[src/rtl/hmi_key_if.sv]
// hmi_key_if: panel-side bundle for the HMI key conditioner.
// The slave modport is the conditioner itself: it consumes the raw
// active-low keys and drives the press events, setpoint and run flag.
// The master modport is whoever owns the panel keys and listens to the
// results (the front-panel wiring, or a testbench).
interface hmi_key_if;

  // Raw panel keys, active low: [0] up, [1] down, [2] run/stop
  logic [2:0] key;

  // One-cycle press event per key
  logic [2:0] key_evt;

  // Saturating frequency setpoint
  logic [9:0] freq;

  // Run/stop flag
  logic       run;

  modport master (
    output key,
    input  key_evt,
    input  freq,
    input  run
  );

  modport slave (
    input  key,
    output key_evt,
    output freq,
    output run
  );

endinterface

[src/rtl/hmi_key.sv]
// hmi_key: front-panel key conditioner and frequency setpoint generator.
//
// Each of the three active-low panel keys is brought into the clk_sys
// domain through a two-flop chain, debounced with its own counter, and
// turned into a single-cycle press event on the debounced 1->0 edge.
// Releases never generate events.
//
// The up and down keys step a saturating 10-bit setpoint; the run/stop
// key toggles the run flag. Simultaneous up and down steps cancel.
//
// Build option HMI_KEY_REPEAT_EN:
//   defined   - each of the up/down keys gets an IDLE/HOLD/REPEAT FSM, so
//               holding a key past HOLD_CNT cycles produces further steps
//               every REP_CNT cycles until the key is released.
//   undefined - no FSM and no hold/repeat counters; a press is exactly
//               one step no matter how long the key is held.
module hmi_key #(
  parameter logic [19:0] DEB_CNT   = 20'd1_000_000,
  parameter logic [24:0] HOLD_CNT  = 25'd25_000_000,
  parameter logic [24:0] REP_CNT   = 25'd5_000_000,
  parameter logic [9:0]  FREQ_MIN  = 10'd0,
  parameter logic [9:0]  FREQ_MAX  = 10'd500,
  parameter logic [9:0]  FREQ_INIT = 10'd50,
  parameter logic [9:0]  STEP      = 10'd1
) (
  input  logic       clk_sys,
  input  logic       rst,
  hmi_key_if.slave   bus
);

  // Synchroniser chain, both stages idle at "released"
  logic [2:0]  r_sync1;
  logic [2:0]  r_sync2;

  // Debounced key levels and the previous-cycle copy used for edge detect
  logic [2:0]  r_deb;
  logic [2:0]  r_deb_d;

  // Per-key debounce counters
  logic [19:0] r_deb_cnt [3];

  // Registered press events
  logic [2:0]  r_evt;

  // Setpoint and run flag
  logic [9:0]  r_freq;
  logic        r_run;

  // Step requests for the setpoint: [0] up, [1] down
  logic [1:0]  w_step;

  // Saturation arithmetic for the two step directions
  logic [10:0] w_up_sum;
  logic [10:0] w_dn_floor;
  logic [9:0]  w_up_next;
  logic [9:0]  w_dn_next;

  // Two-flop synchroniser for the raw asynchronous keys
  always_ff @(posedge clk_sys) begin
    if (rst) begin
      r_sync1 <= 3'b111;
      r_sync2 <= 3'b111;
    end else begin
      r_sync1 <= bus.key;
      r_sync2 <= r_sync1;
    end
  end

  // Debounce: adopt the synchronised level only after it has disagreed
  // with the debounced level for DEB_CNT consecutive cycles
  always_ff @(posedge clk_sys) begin
    if (rst) begin
      r_deb <= 3'b111;
      for (int i = 0; i < 3; i++) begin
        r_deb_cnt[i] <= '0;
      end
    end else begin
      for (int i = 0; i < 3; i++) begin
        if (r_sync2[i] == r_deb[i]) begin
          r_deb_cnt[i] <= '0;
        end else if (r_deb_cnt[i] >= DEB_CNT - 20'd1) begin
          r_deb[i]     <= r_sync2[i];
          r_deb_cnt[i] <= '0;
        end else begin
          r_deb_cnt[i] <= r_deb_cnt[i] + 20'd1;
        end
      end
    end
  end

  // Press event: one registered pulse on each debounced falling edge
  always_ff @(posedge clk_sys) begin
    if (rst) begin
      r_deb_d <= 3'b111;
      r_evt   <= 3'b000;
    end else begin
      r_deb_d <= r_deb;
      r_evt   <= r_deb_d & ~r_deb;
    end
  end

`ifdef HMI_KEY_REPEAT_EN

  typedef enum logic [1:0] {
    ST_IDLE   = 2'd0,
    ST_HOLD   = 2'd1,
    ST_REPEAT = 2'd2
  } rep_state_t;

  // Auto-repeat state and hold/repeat interval counter per up/down key
  rep_state_t  r_state   [2];
  logic [24:0] r_rep_cnt [2];

  // Step decode: the press itself, hold expiry, and every repeat interval,
  // suppressed as soon as the debounced level shows the key released
  always_comb begin
    w_step = 2'b00;
    for (int i = 0; i < 2; i++) begin
      case (r_state[i])
        ST_IDLE:   w_step[i] = r_evt[i];
        ST_HOLD:   w_step[i] = ~r_deb[i] && (r_rep_cnt[i] >= HOLD_CNT - 25'd1);
        ST_REPEAT: w_step[i] = ~r_deb[i] && (r_rep_cnt[i] >= REP_CNT - 25'd1);
        default:   w_step[i] = 1'b0;
      endcase
    end
  end

  // Hold/repeat FSM: press enters HOLD, hold expiry enters REPEAT,
  // debounced release always returns to IDLE
  always_ff @(posedge clk_sys) begin
    if (rst) begin
      for (int i = 0; i < 2; i++) begin
        r_state[i]   <= ST_IDLE;
        r_rep_cnt[i] <= '0;
      end
    end else begin
      for (int i = 0; i < 2; i++) begin
        case (r_state[i])
          ST_IDLE: begin
            r_rep_cnt[i] <= '0;
            if (r_evt[i]) begin
              r_state[i] <= ST_HOLD;
            end
          end
          ST_HOLD: begin
            if (r_deb[i]) begin
              r_state[i]   <= ST_IDLE;
              r_rep_cnt[i] <= '0;
            end else if (w_step[i]) begin
              r_state[i]   <= ST_REPEAT;
              r_rep_cnt[i] <= '0;
            end else begin
              r_rep_cnt[i] <= r_rep_cnt[i] + 25'd1;
            end
          end
          ST_REPEAT: begin
            if (r_deb[i]) begin
              r_state[i]   <= ST_IDLE;
              r_rep_cnt[i] <= '0;
            end else if (w_step[i]) begin
              r_rep_cnt[i] <= '0;
            end else begin
              r_rep_cnt[i] <= r_rep_cnt[i] + 25'd1;
            end
          end
          default: begin
            r_state[i]   <= ST_IDLE;
            r_rep_cnt[i] <= '0;
          end
        endcase
      end
    end
  end

`else

  // Without auto-repeat every press is exactly one step
  assign w_step = r_evt[1:0];

`endif

  // The up comparison is made one bit wider so a sum past 1023 still
  // saturates instead of wrapping back below FREQ_MAX
  assign w_up_sum   = {1'b0, r_freq} + {1'b0, STEP};
  assign w_up_next  = (w_up_sum > {1'b0, FREQ_MAX}) ? FREQ_MAX : w_up_sum[9:0];
  assign w_dn_floor = {1'b0, FREQ_MIN} + {1'b0, STEP};
  assign w_dn_next  = ({1'b0, r_freq} < w_dn_floor) ? FREQ_MIN : (r_freq - STEP);

  // Setpoint register: a lone up or down step moves it, both together cancel
  always_ff @(posedge clk_sys) begin
    if (rst) begin
      r_freq <= FREQ_INIT;
    end else begin
      case (w_step)
        2'b01:   r_freq <= w_up_next;
        2'b10:   r_freq <= w_dn_next;
        default: r_freq <= r_freq;
      endcase
    end
  end

  // Run flag toggles on every run/stop press
  always_ff @(posedge clk_sys) begin
    if (rst) begin
      r_run <= 1'b0;
    end else if (r_evt[2]) begin
      r_run <= ~r_run;
    end
  end

  assign bus.key_evt = r_evt;
  assign bus.freq    = r_freq;
  assign bus.run     = r_run;

endmodule
[src/flat_wrapper.sv]
// flat-port wrapper written by rule: the top's interface ports become plain ports
module hmi_key_flat 
#(
  parameter logic [19:0] DEB_CNT   = 20'd1_000_000,
  parameter logic [24:0] HOLD_CNT  = 25'd25_000_000,
  parameter logic [24:0] REP_CNT   = 25'd5_000_000,
  parameter logic [9:0]  FREQ_MIN  = 10'd0,
  parameter logic [9:0]  FREQ_MAX  = 10'd500,
  parameter logic [9:0]  FREQ_INIT = 10'd50,
  parameter logic [9:0]  STEP      = 10'd1
)
  (clk_sys, rst, bus_key, bus_key_evt, bus_freq, bus_run);
  hmi_key_if bus_i ();
  input  logic clk_sys;
  input  logic rst;
  input wire logic [$bits(bus_i.key)-1:0] bus_key;
  output wire logic [$bits(bus_i.key_evt)-1:0] bus_key_evt;
  output wire logic [$bits(bus_i.freq)-1:0] bus_freq;
  output wire logic [$bits(bus_i.run)-1:0] bus_run;
  assign bus_i.key = bus_key;
  assign bus_key_evt = bus_i.key_evt;
  assign bus_freq = bus_i.freq;
  assign bus_run = bus_i.run;
  hmi_key #(.DEB_CNT(DEB_CNT), .HOLD_CNT(HOLD_CNT), .REP_CNT(REP_CNT), .FREQ_MIN(FREQ_MIN), .FREQ_MAX(FREQ_MAX), .FREQ_INIT(FREQ_INIT), .STEP(STEP)) u_core (.clk_sys(clk_sys), .rst(rst), .bus(bus_i));
endmodule
[config.mk]
export PLATFORM = sky130hd
export DESIGN_NAME = hmi_key_flat
export DESIGN_NICKNAME = d
export VERILOG_FILES = /design/src/rtl/hmi_key_if.sv /design/src/rtl/hmi_key.sv /design/src/flat_wrapper.sv
export SDC_FILE = /design/constraint.sdc
export NUM_CORES = 1
export LEC_CHECK = 0
export CELL_PAD_IN_SITES_DETAIL_PLACEMENT = 0
export CELL_PAD_IN_SITES_GLOBAL_PLACEMENT = 1
export CORE_MARGIN = 10
export CORE_UTILIZATION = 32
export CTS_CLUSTER_DIAMETER = 120
export DETAILED_ROUTE_END_ITERATION = 8
export PLACE_DENSITY_LB_ADDON = 0.1
export SLEW_MARGIN = 20
export SYNTH_ARGS = -nofsm -noshare
export SYNTH_HDL_FRONTEND = slang
export SYNTH_SLANG_ARGS = --single-unit
[constraint.sdc]
create_clock -name clk_sys -period 2.9 [get_ports clk_sys]
set_input_delay 0.58 -clock clk_sys [delete_from_list [all_inputs] [get_ports clk_sys]]
set_output_delay 0.58 -clock clk_sys [all_outputs]
set_load 0.05 [all_outputs]
# Word-level counts from Yosys, hierarchy flattened
# Memory sizes are Yosys's and may differ from the RTL's.
# Index checks and enable logic that the tools add are counted.
# word_totals
ff_bits	26
ramBits	60
wordCells	91
mem_count	1
# mem_list
memory	depth	word_bits	read_ports	rd_ports_with_merged_regs	write_ports	line	rtl
u_core.r_deb_cnt	3	20	3	0	3	hmi_key.sv:40	logic [19:0] r_deb_cnt [3];
# op_classes
n_addsub	5
order_cmp	5
n_eq_ne	5
n_mux	47
bitwise	15
reduce_logical	4
# ops
cell	count
2-to-1 mux 20 bit	9
adder 20 x 1 -> 20 bit (second input constant)	3
greater-or-equal comparator 20 bit (second input constant)	3
2-to-1 mux 1 bit	35
2-to-1 mux 10 bit	2
one-hot mux 10 bit (2 select lines)	1
adder 10 x 1 -> 11 bit (second input constant)	1
greater-than comparator 11 x 9 -> 1 bit (second input constant)	1
< comparator 10 x 1 -> 1 bit (second input constant)	1
subtractor 10 x 1 -> 10 bit (second input constant)	1
OR 1 bit	9
AND reduction 2 bit	3
NOT 1 bit	4
bitwise AND 3 bit	1
== test 1 bit	3
NOT 3 bit	1
== test 2 x 1 -> 1 bit (second input constant)	1
== test 2 bit (second input constant)	1
nonzero test 2 bit	1

# Longest topological paths before layout
# Gate-level depths: netlist (run 1).
# An unclocked memory read counts as a cell.
# logic_depth
depth_word	8
depth_mapped	8

# Worst setup path after synthesis (run 1)
# No wires, ideal clock.
# synth_path
path_kind	register -> register
startpoint	register u_core.r_freq[5], in the netlist u_core.bus.freq[5]
endpoint	register u_core.r_freq[2], in the netlist u_core.bus.freq[2]
arrival_ps	2138
required_time_ps	2770
path_slack_ps	632
path_stages_with_launch	8
n_path_buf	1
cell_sequence	dfxtp_1 > clkbuf_4 > nand4_2 > nor3_2 > mux2_1 > a41oi_2 > or2_4 > o22ai_2
# synth_via
elab_chain_cells	4
# synth_rtl
element	line	rtl
start, declared	hmi_key.sv:46	logic [9:0] r_freq;
start signal, assigned	hmi_key.sv:195	2'b01: r_freq <= w_up_next;
start signal, assigned	hmi_key.sv:196	2'b10: r_freq <= w_dn_next;
start signal, assigned	hmi_key.sv:197	default: r_freq <= r_freq;
adder 10 x 1 -> 11 bit	hmi_key.sv:184	assign w_up_sum = {1'b0, r_freq} + {1'b0, STEP};
greater-than comparator 11 x 9 -> 1 bit	hmi_key.sv:185	assign w_up_next = (w_up_sum > {1'b0, FREQ_MAX}) ? FREQ_MAX : w_up_sum[9:0];
2-to-1 mux 10 bit	hmi_key.sv:185	
one-hot mux 10 bit (2 select lines) *	hmi_key.sv:194	case (w_step)
# Every way passes the cells marked *; elsewhere a longest branch is shown, timed or not.
# A chain may end at the register's enable or synchronous reset.

# Worst setup path in the final report (run 1)
# layout_path
startpoint	register u_core.r_freq[3], in the netlist u_core.bus.freq[3]
endpoint	output port bus_freq[3]
# layout_rtl
element	line	rtl
end, declared	flat_wrapper.sv:18	output wire logic [$bits(bus_i.freq)-1:0] bus_freq;
# No word-level cell between the ends.

==> results of run 1 <==
==> final cells by class <==
class / instances / area (um2) / area share (%)
multi-input combinational: 410 / 2390 / 43.6
sequential: 86 / 2320 / 42.4
clock buffer: 15 / 258 / 4.71
timing repair buffer: 24 / 225 / 4.11
tap: 180 / 225 / 4.11
inverter: 14 / 52.6 / 0.960
clock inverter: 1 / 5.00 / 0.0914
==> power breakdown <==
part | switching, uW | total (uW) | internal [uW]
sequential | 39.8 | 1390 | 1350
combinational | 55.9 | 96.8 | 40.9
clock | 452 | 1060 | 604
total | 547 | 2550 | 2000
==> routing by layer <==
layer | wire length, um | share of wire [%] | vias to the layer above
met1 | 4500 | 49 | 1596
li1 | - | - | 1769
met2 | 4110 | 45 | 38
met4 | 119 | 1.3 | 0
met5 | 0 | 0 | -
met3 | 435 | 4.7 | 10
==> worst max path at each step <==
stage / startpoint / to / slack, ns / cells after the start
final: u_core.bus.freq[3] / bus_freq[3] / 0.42 / 1
after global routing: u_core.bus.freq[3] / bus_freq[3] / 0.35 / 1
after CTS: u_core.bus.freq[3] / bus_freq[3] / 0.41 / 1
after detailed placement: rst / u_core.r_deb_cnt[0][8] / 0.57 / 5
after global placement: rst / u_core.r_deb_cnt[0][7] / 0.63 / 5
after floorplan: u_core.bus.freq[5] / u_core.bus.freq[2] / 0.63 / 7
==> stage by stage <==
stage,cells,util (%)
3_3_place_gp,714,37.1
4_1_cts,730,39.0
6_report,730,39.0
2_1_floorplan,525,-
3_5_place_dp,714,37.1
5_1_grt,730,39.0
==> registers in the layout (all words and copies together), names as in the netlist <==
signal and flops:
u_core.r_deb_d 3, u_core.bus.run 1, u_core.bus.key_evt 3, u_core.r_sync2 3, u_core.r_sync1 3, u_core.r_deb_cnt 60
u_core.r_deb 3, u_core.bus.freq 10
==> kinds of logic (layout without fill, tap and decap cells) <==
group                    count (synthesis)  in the layout  share of synthesized area [%]
AND/OR/NAND/NOR                        221            221                           24.2
buffers and inverters                   29             54                           2.92
AO/OA/AOI/OAI                           64             64                           9.69
XOR/XNOR                                57             57                           10.8
adder cells (fa/ha/maj)                  6              6                           1.62
flip-flops                              86             86                           50.2
multiplexers                             2              2                          0.460
other                                    1             60                         0.0811
==> worst reg2reg max path, cell delays in order (launching register included) <==
cell and delay [ns]:
dfxtp_1 0.64, nand4_2 0.29, nor3_2 0.26, mux2_1 0.35, a41oi_2 0.31, or2_4 0.22
o32ai_1 0.08
==> synth_stat cells (all sizes together), types with 2 or more instances <==
library cell / number / area (um2)
o32ai: 2 / 17.5
clkbuf: 5 / 22.5
inv: 14 / 52.6
and4: 5 / 43.8
or2: 11 / 71.3
a311oi: 2 / 23.8
nor3: 12 / 65.1
o21ai: 13 / 76.3
a21oi: 19 / 103
nand2b: 4 / 25.0
o22ai: 2 / 18.8
dfxtp: 26 / 521
nor2: 84 / 315
nor2b: 2 / 12.5
xor2: 35 / 307
edfxtp: 60 / 1800
a31oi: 10 / 62.6
xnor2: 22 / 193
o31ai: 2 / 15.0
buf: 10 / 60.1
and3: 16 / 100
nor4: 6 / 52.6
or3: 3 / 28.8
a41oi: 2 / 25.0
nand2: 32 / 120
ha: 6 / 75.1
nand4: 11 / 75.1
nand3: 26 / 135
o211ai: 3 / 22.5
and2: 5 / 31.3
==> reports/results.ini, run 1 <==
[worst_setup_path]
start_kind=flop
crit_fanout=13
crit_required_ns=2.32
path_delay_family=buffers and inverters
reg2reg_slack_ns=0.64
rr_endpoint=u_core.bus.freq[6]
r2r_cells=6
path_cells=clkdlybuf4s50_1
reg2reg_from=u_core.bus.freq[3]
critPathMaxStageDelay_ns=0.91
critPathBufInv=1
cp_slowest_cell=clkdlybuf4s50_1
cp.arrival_ns=1.90
end_kind=primary output
path_class=flop to primary output

[sta]
max-slew-margin-rel_pct=60.7
fin_hold_ws_ns=0.407
post-route-period-util_pct=85.6
hold_viol=0
rsz0062_at_grt=no
worst_slew_pin_slew_ns=0.584
setup_viol=0
final_max_slew_viol_count=0
period_minus_slack_ns=2.48
finClkSkew_ns=0.00481
setup-tns-final_ns=0
max_freq_ghz=0.403
setup_ws_ns=0.417

[hold_path]
whs_endpoint=u_core.r_sync2[2]
hold_depth=1
holdCritPathClass=flop to flop
min-delay-start=u_core.r_sync1[2]

[grt]
grt_pass1_vias=3293
gr-total-overflow=0
grtUsageMet2_pct=14.5
grt_pass1_wl_mm=15.9
antenna_found_initial=0
gr-usage-met3_pct=3.48
grt.busiest_layer=met2
use_met1_pct=12.6
grt_util_all_layers_pct=9.75
grt_max_degree=21

[placed_design]
gp_congestion=0.781
placed_area_um2=5210
place_ws_ns=0.565
dpl.hpwl_mm=6.60
portBuffers=18

[detailed_routing]
wire_per_inst_um=12.6
drt_first_pass_iters=4
detail-route-antenna-nets=0
drcViolationCount=0
drt_iter0_drc=172
vias=3413
wirelength_mm=9.16
vias_per_cell=4.68

[yosys]
netlist_instances=466
ys_seq_elements=86
synth_edf_count=60
synth_area_um2=4620
yosysSeqAreaShare_pct=50.2
synth_area_per_cell_um2=9.92
ys_async_sr_fraction_pct=0
synthFlopType=edfxtp_1
yosys.cell_types.count=61
yosys_warnings=0

[clock_network]
clkLatencyLatePin_ns=0.34
postCtsResizedCells=0
cts_made_buffers=9
cts_sinks=86
cts-hold-fix-buffers=0
cts.reportedPaths.clkPinSlew_ns=0.06
postCtsSetupBuffers=0
tritoncts=built
htree_levels=3
clock_path_buffers=2
clockRootBuffer=clkbuf_16

[cells_and_area]
final_cell_area_um2=5480
drive_gt1_share_pct=7.82
n_antenna_cell=0
nets=556
final_cell_mix=84 x nor2_1, 60 x edfxtp_1, 60 x conb_1, 35 x xor2_1, 32 x nand2_1
fillerInstances=1418
layout_commonest_cell=nor2_1
area_growth_pct=18.4

[power]
ir_drop_mv=0.260
leakage_uw=0.00191
powerDensity_nw_per_um2=465
total_power_uw=2550

[floorplan]
io_pins=19
die_area_um2=19700
dieHeight_um=140
core_area_um2=14000
fp.dieW_um=140
start_util_pct=32.9
rows=43

[outcome]
status=finished, final reports clean

[flow_run]
maxCapViolations=0

Note: power is estimated with default switching activity, not from simulation.
==> run 2: changes to the inputs <==
--- a/config.mk
+++ b/config.mk
@@ -12,7 +12,6 @@
 export CTS_CLUSTER_DIAMETER = 120
 export DETAILED_ROUTE_END_ITERATION = 8
 export PLACE_DENSITY_LB_ADDON = 0.1
-export SLEW_MARGIN = 20
 export SYNTH_ARGS = -nofsm -noshare
 export SYNTH_HDL_FRONTEND = slang
 export SYNTH_SLANG_ARGS = --single-unit
==> results of run 2 <==
Final layout, timing and power as in run 1 (identical DEF).
